`src/rtl/mmio_fifo_pkg.sv`:
```
// Register map and bit positions shared by the MMIO FIFO port.
package mmio_fifo_pkg;

  localparam logic [3:0] OFF_TXDATA = 4'h0;
  localparam logic [3:0] OFF_RXDATA = 4'h4;
  localparam logic [3:0] OFF_STATUS = 4'h8;
  localparam logic [3:0] OFF_CTRL   = 4'hC;

  localparam int ST_TX_EMPTY = 0;
  localparam int ST_TX_FULL  = 1;
  localparam int ST_RX_EMPTY = 2;
  localparam int ST_RX_FULL  = 3;
  localparam int ST_TX_OVF   = 4;
  localparam int ST_RX_UDF   = 5;
  localparam int ST_RX_OVF   = 6;
  localparam int ST_TX_CNT   = 8;
  localparam int ST_RX_CNT   = 16;

  localparam int CT_FLUSH_TX = 0;
  localparam int CT_FLUSH_RX = 1;
  localparam int CT_CLR      = 2;

endpackage

```
`src/rtl/mmio_fifo_port_sync_fifo.sv`:
```
// Single-clock FIFO with flush; a push on full is taken only
// when a pop retires the head in the same cycle.
module sync_fifo #(
  parameter int DEPTH = 8,
  parameter int DW    = 32,
  localparam int AW   = $clog2(DEPTH)
) (
  input  logic          clk,
  input  logic          reset,
  input  logic          push_i,
  input  logic [DW-1:0] din_i,
  input  logic          pop_i,
  input  logic          flush_i,
  output logic [DW-1:0] dout_o,
  output logic          full_o,
  output logic          empty_o,
  output logic [AW:0]   count_o
);

  logic [DW-1:0] mem_q [DEPTH];
  logic [AW-1:0] wptr_q, wptr_d;
  logic [AW-1:0] rptr_q, rptr_d;
  logic [AW:0]   count_q, count_d;
  logic          push_ok, pop_ok;

  assign empty_o = (count_q == '0);
  assign full_o  = (count_q == (AW+1)'(DEPTH));
  assign count_o = count_q;
  assign dout_o  = mem_q[rptr_q];

  assign pop_ok  = pop_i && !empty_o && !flush_i;
  assign push_ok = push_i && (!full_o || pop_ok) && !flush_i;

  always_comb begin
    wptr_d  = wptr_q;
    rptr_d  = rptr_q;
    count_d = count_q;
    if (flush_i) begin
      wptr_d  = '0;
      rptr_d  = '0;
      count_d = '0;
    end else begin
      if (push_ok) wptr_d = wptr_q + 1'b1;
      if (pop_ok)  rptr_d = rptr_q + 1'b1;
      if (push_ok && !pop_ok) count_d = count_q + 1'b1;
      if (pop_ok && !push_ok) count_d = count_q - 1'b1;
    end
  end

  always_ff @(posedge clk) begin
    if (reset) begin
      wptr_q  <= '0;
      rptr_q  <= '0;
      count_q <= '0;
    end else begin
      wptr_q  <= wptr_d;
      rptr_q  <= rptr_d;
      count_q <= count_d;
    end
  end

  // Storage needs no reset: the empty flag hides stale words.
  always_ff @(posedge clk) begin
    if (push_ok) mem_q[wptr_q] <= din_i;
  end

endmodule

```
`src/rtl/mmio_fifo_port.sv`:
```
// Memory-mapped TX/RX FIFO responder on the core data bus,
// with valid/ready stream sides and sticky error flags.
module mmio_fifo_port
  import mmio_fifo_pkg::*;
#(
  parameter logic [31:0] BASE_ADDR = 32'hFFFF_0000,
  parameter int          DEPTH     = 8,
  parameter int          DW        = 32,
  localparam int         AW        = $clog2(DEPTH)
) (
  input  logic          clk,
  input  logic          reset,
  input  logic [31:0]   addr,
  input  logic          mem_read,
  input  logic          mem_write,
  input  logic [31:0]   i_wdata,
  output logic [31:0]   o_rdata,
  output logic          o_hit,
  output logic [DW-1:0] tx_data,
  output logic          tx_valid,
  input  logic          tx_ready,
  input  logic [DW-1:0] rx_data,
  input  logic          rx_valid,
  output logic          rx_ready
);

  logic          rd, wr;
  logic [3:0]    off;
  logic          tx_push, tx_pop, tx_flush;
  logic          rx_push, rx_pop, rx_flush;
  logic          tx_full, tx_empty, rx_full, rx_empty;
  logic [AW:0]   tx_cnt, rx_cnt;
  logic [DW-1:0] rx_head;
  logic          tx_ovf_q, tx_ovf_d;
  logic          rx_udf_q, rx_udf_d;
  logic          rx_ovf_q, rx_ovf_d;
  logic          clr;
  logic [31:0]   status;

  assign off   = addr[3:0];
  assign o_hit = (addr[31:4] == BASE_ADDR[31:4]) && (addr[1:0] == 2'b00);
  assign rd    = o_hit && mem_read && !mem_write;
  assign wr    = o_hit && mem_write && !mem_read;

  assign tx_valid = !tx_empty;
  assign rx_ready = !rx_full;

  assign tx_push  = wr && (off == OFF_TXDATA);
  assign tx_pop   = tx_valid && tx_ready;
  assign tx_flush = wr && (off == OFF_CTRL) && i_wdata[CT_FLUSH_TX];
  assign rx_push  = rx_valid && rx_ready;
  assign rx_pop   = rd && (off == OFF_RXDATA);
  assign rx_flush = wr && (off == OFF_CTRL) && i_wdata[CT_FLUSH_RX];
  assign clr      = wr && (off == OFF_CTRL) && i_wdata[CT_CLR];

  sync_fifo #(.DEPTH(DEPTH), .DW(DW)) u_tx (
    .clk(clk), .reset(reset),
    .push_i(tx_push), .din_i(i_wdata[DW-1:0]),
    .pop_i(tx_pop), .flush_i(tx_flush),
    .dout_o(tx_data), .full_o(tx_full),
    .empty_o(tx_empty), .count_o(tx_cnt)
  );

  sync_fifo #(.DEPTH(DEPTH), .DW(DW)) u_rx (
    .clk(clk), .reset(reset),
    .push_i(rx_push), .din_i(rx_data),
    .pop_i(rx_pop), .flush_i(rx_flush),
    .dout_o(rx_head), .full_o(rx_full),
    .empty_o(rx_empty), .count_o(rx_cnt)
  );

  always_comb begin
    status = '0;
    status[ST_TX_EMPTY] = tx_empty;
    status[ST_TX_FULL]  = tx_full;
    status[ST_RX_EMPTY] = rx_empty;
    status[ST_RX_FULL]  = rx_full;
    status[ST_TX_OVF]   = tx_ovf_q;
    status[ST_RX_UDF]   = rx_udf_q;
    status[ST_RX_OVF]   = rx_ovf_q;
    status[ST_TX_CNT +: 8] = 8'(tx_cnt);
    status[ST_RX_CNT +: 8] = 8'(rx_cnt);
  end

  always_comb begin
    o_rdata = '0;
    if (o_hit) begin
      unique case (1'b1)
        (off == OFF_RXDATA): o_rdata = rx_empty ? '0 : 32'(rx_head);
        (off == OFF_STATUS): o_rdata = status;
        default:             o_rdata = '0;
      endcase
    end
  end

  // A clear in the same cycle as a set leaves the flag low.
  always_comb begin
    tx_ovf_d = tx_ovf_q || (tx_push && tx_full && !tx_pop);
    rx_udf_d = rx_udf_q || (rx_pop && rx_empty);
    rx_ovf_d = rx_ovf_q || (rx_valid && rx_full);
    if (clr) begin
      tx_ovf_d = 1'b0;
      rx_udf_d = 1'b0;
      rx_ovf_d = 1'b0;
    end
  end

  always_ff @(posedge clk) begin
    if (reset) begin
      tx_ovf_q <= 1'b0;
      rx_udf_q <= 1'b0;
      rx_ovf_q <= 1'b0;
    end else begin
      tx_ovf_q <= tx_ovf_d;
      rx_udf_q <= rx_udf_d;
      rx_ovf_q <= rx_ovf_d;
    end
  end

endmodule

```
`config.mk`:
```
export PLATFORM = sky130hd
export DESIGN_NAME = mmio_fifo_port
export DESIGN_NICKNAME = d
export VERILOG_FILES = /design/src/rtl/mmio_fifo_pkg.sv /design/src/rtl/mmio_fifo_port_sync_fifo.sv /design/src/rtl/mmio_fifo_port.sv
export SDC_FILE = /design/constraint.sdc
export NUM_CORES = 1
export LEC_CHECK = 0
export ABC_AREA = 1
export ABC_CLOCK_PERIOD_IN_PS = 6100
export CAP_MARGIN = 20
export CORE_UTILIZATION = 55
export CTS_BUF_LIST = sky130_fd_sc_hd__clkbuf_4 sky130_fd_sc_hd__clkbuf_8 sky130_fd_sc_hd__clkbuf_16
export CTS_CLUSTER_SIZE = 12
export DETAILED_ROUTE_END_ITERATION = 12
export GPL_TIMING_DRIVEN = 0
export PLACE_DENSITY_LB_ADDON = 0.08
export SKIP_CTS_REPAIR_TIMING = 1
export SLEW_MARGIN = 20
export SYNTH_ARGS = -nofsm -noshare
export SYNTH_HDL_FRONTEND = slang
export SYNTH_HIERARCHICAL = 1
export SYNTH_SLANG_ARGS = --single-unit
export TNS_END_PERCENT = 30
```
`constraint.sdc`:
```
create_clock -name clk -period 6.1 [get_ports clk]
set_input_delay 1.22 -clock clk [delete_from_list [all_inputs] [get_ports clk]]
set_output_delay 1.22 -clock clk [all_outputs]
set_load 0.005 [all_outputs]
```
==> results.py <==
metrics = {
    "timing": {
        "worst_slew_pin_slew_ps": 825,
        "number_of_endpoints_failing_setup_at_the_final_stage": 0,
        "relSlewSlack_pct": 44.7,
        "timing.hold.ws_ps": 488,
        "timing.fmax_mhz": 214,
        "timing_hold_violations_final": 0,
        "final_sum_of_negative_setup_slack_ps": 0,
        "fin_skew_ps": 16.1,
        "min_period_over_period_pct": 76.5,
        "rsz0062_at_grt": "false",
        "final_max_slew_viol_count": 0,
        "finalWorstPathRequiredPeriod_ps": 4670,
        "fin_ws_ps": 1430,
    },
    "logic_synthesis": {
        "synth_area_per_cell_um2": 12.2,
        "synth.distinct_cells": 35,
        "count_of_flip_flops_with_a_built_in_enable_after_synthesis": 512,
        "yosysSeqAreaShare_pct": 71.3,
        "synthesis.area_mm2": 0.0224,
        "yosysWarnings": 6,
        "synth-seq-cells": 541,
        "postSynth.topFlopCell": "sky130_fd_sc_hd__edfxtp_1",
        "synth-async-reset-ratio_pct": 0,
        "synth_fp_nets": 1953,
        "syn-instance-count": 1841,
    },
    "global_route": {
        "global_route.usage.total_pct": 26.5,
        "first_global_vias": 14600,
        "grt_first_pass_wirelength_mm": 82.8,
        "pin_count_of_the_biggest_net_entering_global_routing": 23,
        "globalRouteOverflowTotal": 0,
        "antenna_found_initial": 0,
    },
    "clock_network": {
        "tritoncts_clock_tree": "yes",
        "cts.htree.levels": 2,
        "worst_setup_hold_path_clk_slew_ps": 60,
        "cts_made_buffers": 54,
        "clock_tree_root": "sky130_fd_sc_hd__clkbuf_16",
        "cts.sinks": 541,
        "insertion_delay_ps": 600,
        "cts_max_path_buffers": 3,
    },
    "power_and_ir_drop": {
        "static-leakage-power_nw": 9.33,
        "total_power_mw": 7.66,
        "power_per_cell_area_mw_per_mm2": 283,
        "worst_vdd_rail_ir_drop_mv": 0.282,
    },
    "final_layout": {
        "antenna-diode-count": 0,
        "area_growth_syn_to_layout_pct": 20.9,
        "final_core_util_pct": 67.8,
        "post_layout_nonfiller_instances": 2672,
        "post_layout_net_count": 2220,
        "design_area_mm2": 0.0271,
        "layout-drive-gt1-share_pct": 11.1,
    },
    "place": {
        "place.gp.congestion": 0.847,
        "post-place-ws_ps": 1390,
        "dp_hpwl_mm": 36.6,
        "cell_count_after_placement": 2577,
        "placed_cell_area_mm2": 0.0254,
        "port_buffers": 168,
    },
    "floorplanning": {
        "initial_core_util_pct": 56.1,
        "die_width_um": 204,
        "fp.dieArea_mm2": 0.0415,
        "die_y_um": 204,
        "num_io_pins": 169,
        "row_count": 73,
        "std_cell_core_area_mm2": 0.0399,
    },
    "detailed_routing": {
        "firstDrtPassIters": 7,
        "drc": 0,
        "detailroute.via_count": 14900,
        "avgViaCountPerCell": 5.58,
        "detail_route.wirelength_mm": 54.2,
        "detail_route.iter0.violations": 1136,
        "wl_per_cell_um": 20.3,
        "drt.antenna.violating_nets": 0,
    },
    "min_path": {
        "holdCritPathClass": "reg2reg",
    },
    "worst_setup_path": {
        "timing.critical_path.fanout_max": 10,
        "arrival_ps": 3450,
        "timing_worst_setup_path_type": "in2out",
        "cp-end-kind": "primary output",
        "critical_path_required_ps": 4880,
        "start_kind": "primary input",
    },
    "job": {
        "cap_violations": 0,
    },
    "run_status": {
        "run_status": "completed",
    },
}
[worst max-delay path, cell delays in order]
cell and delay [ps]:
sky130_fd_sc_hd__clkdlybuf4s50_1 420, sky130_fd_sc_hd__inv_2 60, sky130_fd_sc_hd__nand2_2 80, sky130_fd_sc_hd__inv_2 90, sky130_fd_sc_hd__nand4_2 400, sky130_fd_sc_hd__buf_4 400, sky130_fd_sc_hd__nor3b_2 200, sky130_fd_sc_hd__clkdlybuf4s50_1 560
[Yosys cell counts (all sizes together) (11+ instances only)]
cell type	instances	area share, %
o22ai	79	2.2
a21oi	21	0.47
nor3	11	0.25
nor3b	17	0.91
clkinv	11	0.18
buf	58	1.8
nand2	278	4.7
o21ai	265	5.9
edfxtp	512	69
dfxtp	29	2.6
nand3	16	0.40
mux2i	64	2.9
nor2	331	5.7
inv	82	1.4
clkbuf	39	0.70
[state kept, by name, indices dropped and copies added (netlist names), named ones only]
register and flops:
rx_ovf_q 1, rx_udf_q 1, tx_ovf_q 1, u_rx/count_o 4
u_rx/mem_q 256, u_rx/rptr_q 3, u_rx/wptr_q 3, u_tx/count_o 4
u_tx/mem_q 256, u_tx/rptr_q 3, u_tx/wptr_q 3
[cell type report]
type | count | area, um^2
Sequential cell | 541 | 16000
Fill cell | 2949 | 12900
Multi-Input combinational cell | 1110 | 5610
Timing Repair Buffer | 211 | 2230
Clock buffer | 84 | 1640
Tap cell | 525 | 657
Buffer | 97 | 557
Inverter | 93 | 352
Clock inverter | 11 | 45.0
[cell families after synthesis]
family / Yosys count / share of synthesized area (%)
multiplexers: 64 / 2.86
adder cells (fa/ha/maj): 10 / 0.559
buffers and inverters: 190 / 4.06
AO/OA/AOI/OAI: 365 / 8.61
AND/OR/NAND/NOR: 661 / 12.2
flip-flops: 541 / 71.3
XOR/XNOR: 10 / 0.391
[path summary, 6_finish.rpt]
path,start,to,slack [ps],cells after the start
setup / recovery,addr[0],o_rdata[21],1430,8
hold / removal,u_rx/rptr_q[1],u_rx/rptr_q[1],490,2
setup reg to reg,u_rx/count_o[1],u_rx/mem_q[1][22],3290,11
hold reg to reg,u_rx/rptr_q[1],u_rx/rptr_q[1],490,2
[routing by layer]
layer,part of all wire (%),vias to the layer above,track usage (%)
met3,6.1,97,3.68
met5,0,-,0
met2,51,531,46.6
met4,2.9,0,10.0
li1,-,7036,-
met1,40,7235,33.3
[cell usage in the layout (no fill, tap or decap), drive strengths merged]
cell type and n:
a21oi 21, and3 1, buf 101, clkbuf 123, clkdlybuf4s50 168, clkinv 22
dfxtp 29, edfxtp 512, ha 10, inv 82, mux2i 64, nand2 278
nand3 16, nand4 6, nor2 331, nor3 11, nor3b 17, nor4 1
o21ai 265, o22ai 79, xnor2 4, xor2 6
[power breakdown]
group	internal (mW)	total, mW	switching, mW	leakage (nW)
logic	0.142	0.364	0.222	3.62
clock network	1.84	3.13	1.30	0.856
registers	4.15	4.17	0.0227	4.86
Power figures use the tool's default switching activity.
